### config.mk
export PLATFORM = sky130hd
export DESIGN_NAME = ex_hazard_controller_flat
export DESIGN_NICKNAME = d
export VERILOG_FILES = /design/src/rtl/ex_hazard_pkg.sv /design/src/rtl/ex_hazard_if.sv /design/src/rtl/ex_hazard_detect.sv /design/src/rtl/ex_hazard_controller.sv /design/src/flat_wrapper.sv
export SDC_FILE = /design/constraint.sdc
export NUM_CORES = 1
export LEC_CHECK = 0
export ABC_AREA = 1
export BUFFER_PORTS_ARGS = -buffer_cell sky130_fd_sc_hd__buf_4
export CORE_MARGIN = 2
export CORE_UTILIZATION = 41
export CTS_CLUSTER_SIZE = 16
export DETAILED_ROUTE_END_ITERATION = 12
export HOLD_SLACK_MARGIN = 0.1
export PLACE_DENSITY = 0.83
export SYNTH_ARGS = -nofsm -noshare
export SYNTH_HDL_FRONTEND = slang
export SYNTH_HIERARCHICAL = 1
export SYNTH_SLANG_ARGS = --single-unit
### constraint.sdc
create_clock -name clock -period 4 [get_ports clock]
set_input_delay 0.8 -clock clock [delete_from_list [all_inputs] [get_ports clock]]
set_output_delay 0.8 -clock clock [all_outputs]
set_load 0.01 [all_outputs]
### src/rtl/ex_hazard_pkg.sv
// rtl/ex_hazard_pkg.sv - shared state encoding, instruction field positions and defaults
package ex_hazard_pkg;

  typedef enum logic [1:0] {
    S_IDLE       = 2'd0,
    S_LOAD_STALL = 2'd1,
    S_MC_WAIT    = 2'd2,
    S_MC_DRAIN   = 2'd3
  } state_t;

  localparam int REG_W       = 5;
  localparam int DEST_MSB    = 31;
  localparam int DEST_LSB    = 27;
  localparam int SRC_TOP_MSB = 14;
  localparam int SRC_TOP_LSB = 10;
  localparam int SRC_BOT_MSB = 9;
  localparam int SRC_BOT_LSB = 5;

  localparam int MC_TIMEOUT_DEFAULT = 32;
  // Wide enough for the largest legal MC_TIMEOUT (255)
  localparam int WAIT_W = 8;

endpackage

### src/rtl/ex_hazard_if.sv
// rtl/ex_hazard_if.sv - pipeline-side signal bundle for the EX hazard controller
interface ex_hazard_if;

  logic [31:0] id_ex_instr;
  logic        id_ex_valid;
  logic [31:0] ex_mem_instr;
  logic        ex_mem_is_load;
  logic        mc_req;
  logic        mc_done;
  logic        flush;

  logic        stall_if_id;
  logic        stall_id_ex;
  logic        bubble_ex;
  logic        mc_start;
  logic        mc_abort;
  logic        mc_timeout_err;
  logic [15:0] stall_cycles;

  modport master (
    output id_ex_instr, id_ex_valid, ex_mem_instr, ex_mem_is_load, mc_req, mc_done, flush,
    input  stall_if_id, stall_id_ex, bubble_ex, mc_start, mc_abort, mc_timeout_err, stall_cycles
  );

  modport slave (
    input  id_ex_instr, id_ex_valid, ex_mem_instr, ex_mem_is_load, mc_req, mc_done, flush,
    output stall_if_id, stall_id_ex, bubble_ex, mc_start, mc_abort, mc_timeout_err, stall_cycles
  );

endinterface

### src/rtl/ex_hazard_detect.sv
// rtl/ex_hazard_detect.sv - combinational load-use comparator between EX/MEM dest and ID/EX sources
module ex_hazard_detect
  import ex_hazard_pkg::*;
#(
  parameter int CHECK_R0 = 0
) (
  input  logic [31:0] id_ex_instr,
  input  logic        id_ex_valid,
  input  logic [31:0] ex_mem_instr,
  input  logic        ex_mem_is_load,
  output logic        hazard
);

  logic [REG_W-1:0] dest;
  logic [REG_W-1:0] src_top;
  logic [REG_W-1:0] src_bot;
  logic             unused_fields;

  assign dest    = ex_mem_instr[DEST_MSB:DEST_LSB];
  assign src_top = id_ex_instr[SRC_TOP_MSB:SRC_TOP_LSB];
  assign src_bot = id_ex_instr[SRC_BOT_MSB:SRC_BOT_LSB];

  // Opcode/immediate bits play no part in the comparison
  assign unused_fields = ^{id_ex_instr, ex_mem_instr};

  assign hazard = id_ex_valid & ex_mem_is_load
                & ((dest == src_top) | (dest == src_bot))
                & ((dest != '0) | (CHECK_R0 != 0));

endmodule

### src/rtl/ex_hazard_controller.sv
// rtl/ex_hazard_controller.sv - EX stage stall/bubble FSM with multicycle ALU handshake; EX_HAZARD_PERF_EN adds stall counter
module ex_hazard_controller
  import ex_hazard_pkg::*;
#(
  parameter int MC_TIMEOUT = MC_TIMEOUT_DEFAULT,
  parameter int CHECK_R0   = 0
) (
  input  logic       clock,
  input  logic       nreset,
  ex_hazard_if.slave bus
);

  localparam logic [WAIT_W-1:0] WAIT_LAST = WAIT_W'(MC_TIMEOUT - 1);

  state_t            state;
  state_t            state_next;
  logic [WAIT_W-1:0] wait_cnt;
  logic [WAIT_W-1:0] wait_cnt_next;
  logic              timeout_q;
  logic              timeout_hit;
  logic              hazard;

  ex_hazard_detect #(
    .CHECK_R0(CHECK_R0)
  ) u_detect (
    .id_ex_instr   (bus.id_ex_instr),
    .id_ex_valid   (bus.id_ex_valid),
    .ex_mem_instr  (bus.ex_mem_instr),
    .ex_mem_is_load(bus.ex_mem_is_load),
    .hazard        (hazard)
  );

  always_ff @(posedge clock or negedge nreset) begin
    if (!nreset) begin
      state     <= S_IDLE;
      wait_cnt  <= '0;
      timeout_q <= 1'b0;
    end else begin
      state    <= state_next;
      wait_cnt <= wait_cnt_next;
      if (timeout_hit) begin
        timeout_q <= 1'b1;
      end
    end
  end

  // Outputs are Mealy and forced low while nreset is asserted
  always_comb begin
    state_next      = state;
    wait_cnt_next   = wait_cnt;
    timeout_hit     = 1'b0;
    bus.stall_if_id = 1'b0;
    bus.stall_id_ex = 1'b0;
    bus.bubble_ex   = 1'b0;
    bus.mc_start    = 1'b0;
    bus.mc_abort    = 1'b0;
    if (nreset) begin
      case (state)
        S_IDLE: begin
          if (bus.flush) begin
            bus.bubble_ex = 1'b1;
          end else if (hazard) begin
            bus.stall_if_id = 1'b1;
            bus.stall_id_ex = 1'b1;
            bus.bubble_ex   = 1'b1;
            state_next      = S_LOAD_STALL;
          end else if (bus.id_ex_valid && bus.mc_req) begin
            bus.mc_start    = 1'b1;
            bus.stall_if_id = 1'b1;
            bus.stall_id_ex = 1'b1;
            wait_cnt_next   = '0;
            state_next      = S_MC_WAIT;
          end
        end
        S_LOAD_STALL: begin
          state_next = S_IDLE;
        end
        S_MC_WAIT: begin
          bus.stall_if_id = 1'b1;
          bus.stall_id_ex = 1'b1;
          bus.bubble_ex   = 1'b1;
          wait_cnt_next   = wait_cnt + 1'b1;
          // A flush kills the EX instruction even if its result just arrived
          if (bus.flush) begin
            bus.mc_abort = 1'b1;
            state_next   = S_IDLE;
          end else if ((wait_cnt == WAIT_LAST) && !bus.mc_done) begin
            timeout_hit  = 1'b1;
            bus.mc_abort = 1'b1;
            state_next   = S_IDLE;
          end else if (bus.mc_done) begin
            state_next = S_MC_DRAIN;
          end
        end
        S_MC_DRAIN: begin
          state_next = S_IDLE;
        end
        default: begin
          state_next = S_IDLE;
        end
      endcase
    end
  end

  assign bus.mc_timeout_err = timeout_q | timeout_hit;

`ifdef EX_HAZARD_PERF_EN
  logic [15:0] stall_cnt;

  always_ff @(posedge clock or negedge nreset) begin
    if (!nreset) begin
      stall_cnt <= '0;
    end else if (bus.stall_id_ex && (stall_cnt != 16'hFFFF)) begin
      stall_cnt <= stall_cnt + 16'd1;
    end
  end

  assign bus.stall_cycles = stall_cnt;
`else
  assign bus.stall_cycles = 16'h0000;
`endif

endmodule

### src/flat_wrapper.sv
// flat-port wrapper written by rule: the top's interface ports become plain ports
module ex_hazard_controller_flat import ex_hazard_pkg::*;
#(
  parameter int MC_TIMEOUT = MC_TIMEOUT_DEFAULT,
  parameter int CHECK_R0   = 0
)
  (clock, nreset, bus_id_ex_instr, bus_id_ex_valid, bus_ex_mem_instr, bus_ex_mem_is_load, bus_mc_req, bus_mc_done, bus_flush, bus_stall_if_id, bus_stall_id_ex, bus_bubble_ex, bus_mc_start, bus_mc_abort, bus_mc_timeout_err, bus_stall_cycles);
  ex_hazard_if bus_i ();
  input  logic clock;
  input  logic nreset;
  input wire logic [$bits(bus_i.id_ex_instr)-1:0] bus_id_ex_instr;
  input wire logic [$bits(bus_i.id_ex_valid)-1:0] bus_id_ex_valid;
  input wire logic [$bits(bus_i.ex_mem_instr)-1:0] bus_ex_mem_instr;
  input wire logic [$bits(bus_i.ex_mem_is_load)-1:0] bus_ex_mem_is_load;
  input wire logic [$bits(bus_i.mc_req)-1:0] bus_mc_req;
  input wire logic [$bits(bus_i.mc_done)-1:0] bus_mc_done;
  input wire logic [$bits(bus_i.flush)-1:0] bus_flush;
  output wire logic [$bits(bus_i.stall_if_id)-1:0] bus_stall_if_id;
  output wire logic [$bits(bus_i.stall_id_ex)-1:0] bus_stall_id_ex;
  output wire logic [$bits(bus_i.bubble_ex)-1:0] bus_bubble_ex;
  output wire logic [$bits(bus_i.mc_start)-1:0] bus_mc_start;
  output wire logic [$bits(bus_i.mc_abort)-1:0] bus_mc_abort;
  output wire logic [$bits(bus_i.mc_timeout_err)-1:0] bus_mc_timeout_err;
  output wire logic [$bits(bus_i.stall_cycles)-1:0] bus_stall_cycles;
  assign bus_i.id_ex_instr = bus_id_ex_instr;
  assign bus_i.id_ex_valid = bus_id_ex_valid;
  assign bus_i.ex_mem_instr = bus_ex_mem_instr;
  assign bus_i.ex_mem_is_load = bus_ex_mem_is_load;
  assign bus_i.mc_req = bus_mc_req;
  assign bus_i.mc_done = bus_mc_done;
  assign bus_i.flush = bus_flush;
  assign bus_stall_if_id = bus_i.stall_if_id;
  assign bus_stall_id_ex = bus_i.stall_id_ex;
  assign bus_bubble_ex = bus_i.bubble_ex;
  assign bus_mc_start = bus_i.mc_start;
  assign bus_mc_abort = bus_i.mc_abort;
  assign bus_mc_timeout_err = bus_i.mc_timeout_err;
  assign bus_stall_cycles = bus_i.stall_cycles;
  ex_hazard_controller #(.MC_TIMEOUT(MC_TIMEOUT), .CHECK_R0(CHECK_R0)) u_core (.clock(clock), .nreset(nreset), .bus(bus_i));
endmodule
==> impl_metrics.json, run 1 <==
{
  "syn-mean-instance-area_um2": 6.50,
  "final_common_cell": "nand2_1",
  "postSynthCellCount": 163,
  "p_leak_nw": 0.706,
  "utilization_pct": 50.7,
  "grt_pass1_wl_mm": 3.38,
  "firstDrtPassIters": 5,
  "cts_tree": "built",
  "crit_path_max_fanout": 13,
  "cp_slowest_cell": "o21ai_2",
  "r2r_end": "u_core/state[0]",
  "synth.area.mux_share_pct": 0,
  "fin_crit_ns": 2.84,
  "synthSimpleGateAreaFrac_pct": 37.2,
  "io-pin-count": 93,
  "wl_mm": 2.03,
  "syn_area_um2": 1060,
  "diodes": 0,
  "drc": 0,
  "synth_seq_cells": 11,
  "path_cells": "buf_4, nor3_1, nand3_1, nand3_1, a21oi_2, o21ai_2, nand3_4, nor2_1, buf_4",
  "placed_area_um2": 1220,
  "nNetsFinal": 264,
  "synth_xor_area_share_pct": 3.31,
  "rsz0062_at_grt": "no",
  "grt_start_max_net_pins": 14,
  "drive_gt1_share_pct": 24.6,
  "htree_levels": 1,
  "synth_top_family_by_area": "simple AND/OR/NAND/NOR gates",
  "max_clock_freq_mhz": 352,
  "grt_usage_pct": 15.4,
  "mostFrequentLayoutCells": "45 x nand2_1, 27 x buf_4, 21 x inv_1, 16 x nor2_1, 16 x conb_1",
  "drtAntennaViolNets": 0,
  "finalInstanceArea_um2": 1240,
  "path_class": "in2out",
  "post_cts_resized": 0,
  "detailroute.via_count": 996,
  "cts_hold_buf": 0,
  "rows": 18,
  "yosysUniqueCellTypes": 26,
  "required_ns": 3.20,
  "grt_pass1_vias": 839,
  "final-seq-area_um2": 275,
  "post-cts-setup-buffer-count": 0,
  "port-buffer-count": 27,
  "r2r_cells": 9,
  "cts_root_buf": "clkbuf_4",
  "multi_input_area_um2": 608,
  "r2r_start": "u_core/wait_cnt[0]",
  "r2r_slack_ns": 2.60,
  "fin_crit_sh_pct": 71.0,
  "drtIter0Drc": 24,
  "synth_fa_ha_area_share_pct": 1.18,
  "yosysSeqAreaShare_pct": 26.0,
  "core_um2": 2450,
  "cp.arrival_ns": 2.04,
  "finalSetupViolCount": 0,
  "clock_latency_ns": 0.27,
  "clk_pin_slew_ns": 0.07,
  "critPathBufInv": 2,
  "die-area_um2": 3010,
  "hold_violations": 0,
  "grt_overflow": 0,
  "ir_drop_v": 0.000226,
  "cts_max_path_buffers": 2,
  "crit_path_start_kind": "input pin",
  "clock-sinks": 11,
  "status": "completed",
  "worstSetupEndpointType": "output port",
  "nFillCells": 244,
  "syn_to_final_growth_pct": 17.4,
  "p_per_area_nw_per_um2": 388,
  "final.setup.tns_ns": 0,
  "dieWidth_um": 54.8,
  "critical-path-top-delay-family": "simple AND/OR/NAND/NOR gates",
  "hold_class": "in2async",
  "start_util_pct": 43.2,
  "antenna_found_initial": 0,
  "synth_compound_area_share_pct": 10.0,
  "viasPerCell": 4.51,
  "gp_congestion": 0.732,
  "max-cap-violations": 0,
  "slew_violations": 0,
  "ys_warn_count": 6,
  "die_h_um": 54.8,
  "post-dp-hpwl_mm": 1.65,
  "cts_made_buffers": 3,
  "finalClockSkew_ns": 0.00268,
  "max_stage_delay_ns": 0.21,
  "post_drt_wl_per_cell_um": 9.16
}
[flip-flops by register name, indices dropped and copies added, names as in the netlist]
| name | flops |
|---|---|
| u_core/timeout_q | 1 |
| u_core/state | 2 |
| u_core/wait_cnt | 8 |
[per-layer routing]
metal | track usage (%) | wire length [um]
met5 | 0 | 0
met4 | 6.25 | 0
met3 | 2.19 | 146
met2 | 27.6 | 1000
met1 | 18.2 | 878
[worst reg2reg max path, stage by stage (launching register included)]
cell	delay, ns
dfrtp_1	0.41
ha_1	0.24
nand3_1	0.12
inv_1	0.08
nand3_2	0.13
nand3_1	0.10
nand2_2	0.09
inv_2	0.04
nand2_1	0.05
nand2_1	0.04
[stage by stage]
stage                     instances  setup slack (ns)  power, mW  hold WS [ns]
after floorplan                 178              1.43      0.355         0.424
after global placement          217              1.17      0.404         0.436
after detailed placement        217              1.18      0.409         0.446
after CTS                       221              1.16      0.489         0.356
after global routing            221              1.02      0.531         0.356
final                           221              1.16      0.483         0.360
[report_power, final]
part / switching, mW / internal, mW / total, mW
registers: 0.0333 / 0.136 / 0.170
clock network: 0.0372 / 0.0386 / 0.0758
logic: 0.144 / 0.0943 / 0.238
[how the worst max path moves through the flow]
stage                                    start           end  cells past startpoint
after floorplan           bus_ex_mem_instr[30]  bus_mc_start                      8
after global placement    bus_ex_mem_instr[30]  bus_mc_start                      9
after detailed placement  bus_ex_mem_instr[30]  bus_mc_start                      9
after CTS                 bus_ex_mem_instr[30]  bus_mc_start                      9
after global routing      bus_ex_mem_instr[28]  bus_mc_start                     11
final                     bus_ex_mem_instr[30]  bus_mc_start                      9
[logic make-up after synthesis]
group / Yosys count
and+or+nand+nor: 88
buffers and inverters: 43
AOI/OAI and AO/OA: 15
DFF: 11
xor gates and xnor gates: 4
adders and majority gates: 1
other: 1
[cells in the mapped netlist, drive strengths merged]
library cell	count	area share, %
a21oi	5	2.7
buf	18	13
conb	1	0.35
dfrtp	11	26
nor2	19	7.4
ha	1	1.2
or2	2	1.2
inv	25	8.9
nand2	48	18
nand4	2	1.2
o31ai	3	3.4
xor2	1	0.83
o21a	1	0.71
o21ai	6	3.2
nand3	16	9.2
xnor2	3	2.5
nor3	1	0.47
[cell type report]
type	instances	area share (%)
Multi-Input combinational cell	124	48.9
Timing Repair Buffer	27	16.3
Inverter	25	7.55
Sequential cell	11	22.1
Clock buffer	4	2.11
Tap cell	30	3.02
Note: power is estimated with default switching activity, not from simulation.
==> run 2, diff against run 1 <==
CORE_UTILIZATION = 34   (was 41)
PLACE_DENSITY = 0.73   (was 0.83)
clock period = 2.3 ns   (was 4 ns; I/O delays follow)
==> impl_metrics.json, run 2 (synthesis results as in run 1) <==
{
  "hold_violations": 0,
  "rsz0062_at_grt": "no",
  "placed_area_um2": 1240,
  "viasPerCell": 4.45,
  "drive_gt1_share_pct": 25.8,
  "drtAntennaViolNets": 0,
  "grt_overflow": 0,
  "grt_usage_pct": 12.4,
  "largest_reg_flops": 8,
  "dp_slack_ns": 0.243,
  "sequentialPowerShare_pct": 34.6,
  "drc": 0,
  "max_stage_delay_ns": 0.40,
  "clk_pin_slew_ns": 0.07,
  "whs_ns": 0.107,
  "final.setup.tns_ns": 0,
  "worstSetupEndpointType": "output port",
  "grt_pass1_wl_mm": 3.42,
  "rows": 20,
  "diodes": 0,
  "drtIter0Drc": 52,
  "fin_ws_ns": 0.222,
  "p_per_area_nw_per_um2": 672,
  "grt_start_max_net_pins": 13,
  "cp_slowest_cell": "dfrtp_1",
  "intPower_mw": 0.479,
  "fin_crit_ns": 2.08,
  "crit_path_start_kind": "register",
  "cts_made_buffers": 3,
  "post_cts_resized": 0,
  "syn_to_final_growth_pct": 19.8,
  "max-cap-violations": 0,
  "slew_violations": 0,
  "hold_class": "in2async",
  "final_common_cell": "nand2_1",
  "nNetsFinal": 267,
  "gp_congestion": 0.825,
  "p_leak_nw": 0.720,
  "die-area_um2": 3580,
  "cts_hold_buf": 0,
  "finalClockSkew_ns": 0.00379,
  "start_util_pct": 35.3,
  "finalSetupViolCount": 0,
  "antenna_found_initial": 0,
  "clock_latency_ns": 0.27,
  "grt_pass1_vias": 857,
  "p_sw_share_pct": 43.9,
  "wl_mm": 2.07,
  "cp.arrival_ns": 1.62,
  "core_um2": 3000,
  "cts_max_path_buffers": 2,
  "port-buffer-count": 27,
  "status": "completed",
  "cts_tree": "built",
  "firstDrtPassIters": 4,
  "pwr-share-comb_pct": 49.5,
  "largestRegisters": "u_core/wait_cnt x8, u_core/state x2, u_core/timeout_q x1",
  "fin_crit_sh_pct": 90.3,
  "required_ns": 1.84,
  "htree_levels": 1,
  "dieWidth_um": 59.8,
  "detailroute.via_count": 1011,
  "switchingPower_mw": 0.374,
  "top_register": "u_core/wait_cnt",
  "max_clock_freq_mhz": 481,
  "path_class": "reg2out",
  "cts_root_buf": "clkbuf_4",
  "io-pin-count": 93,
  "finalInstanceArea_um2": 1270,
  "post-dp-hpwl_mm": 1.75,
  "p_clk_share_pct": 15.9,
  "ir_drop_v": 0.000198,
  "path_cells": "ha_1, nand3_1, inv_1, nand3_2, o31ai_1, buf_4",
  "r2r_slack_ns": 0.89,
  "post-cts-setup-buffer-count": 0,
  "clock-sinks": 11,
  "die_h_um": 59.8,
  "mostFrequentLayoutCells": "45 x nand2_1, 30 x buf_4, 21 x inv_1, 16 x nor2_1, 16 x conb_1",
  "post_drt_wl_per_cell_um": 9.11,
  "crit_path_max_fanout": 5
}
==> run 2: area by class of cell <==
type | count | area [um2]
Multi-Input combinational cell | 124 | 608
Timing Repair Buffer | 30 | 225
Tap cell | 33 | 41.3
Sequential cell | 11 | 275
Inverter | 25 | 93.8
Clock buffer | 4 | 26.3
Fill cell | 316 | 1730
==> run 2: critical path, delay by kind of cell, from the launching register on <==
family / cells / cell delay [ns]
buffers and inverters: 2 / 0.28
AND/OR/NAND/NOR: 2 / 0.25
AO/OA/AOI/OAI: 1 / 0.21
flip-flops: 1 / 0.40
adder cells (fa/ha/maj): 1 / 0.20
==> run 2: through the flow <==
stage                     util, %  instances  power, mW
after floorplan                 -        178      0.617
after CTS                    42.3        227      0.863
after global placement       41.4        223      0.717
after global routing         42.3        227      0.929
final                        42.3        227      0.853
after detailed placement     41.4        223      0.724
==> run 2: worst paths after layout <==
path	from	to	depth (start not counted)
max in group asynchronous	nreset	u_core/wait_cnt[5]	2
worst min register to register	u_core/timeout_q	u_core/timeout_q	2
worst max-delay path	u_core/wait_cnt[0]	bus_mc_timeout_err	6
worst max register to register	u_core/wait_cnt[0]	u_core/state[1]	9
worst min-delay path	nreset	u_core/wait_cnt[7]	2
min in group clock	bus_flush	u_core/timeout_q	2
==> run 2: power by group through the flow <==
stage                     registers, mW  clock network, mW  logic [mW]
after floorplan                   0.283                  0       0.334
after global placement            0.297                  0       0.420
after detailed placement          0.298                  0       0.427
after CTS                         0.294              0.140       0.428
after global routing              0.302              0.152       0.475
final                             0.295              0.135       0.422
==> run 2: per-layer routing <==
| metal | GRT usage, % | part of all wire [%] | wire length (um) | up-vias |
|---|---|---|---|---|
| met1 | 15.0 | 45 | 925 | 436 |
| met3 | 2.81 | 6.6 | 136 | 4 |
| met5 | 0 | 0 | 0 | - |
| met4 | 3.81 | 1.2 | 25 | 0 |
| met2 | 21.6 | 47 | 981 | 36 |
| li1 | - | - | - | 535 |
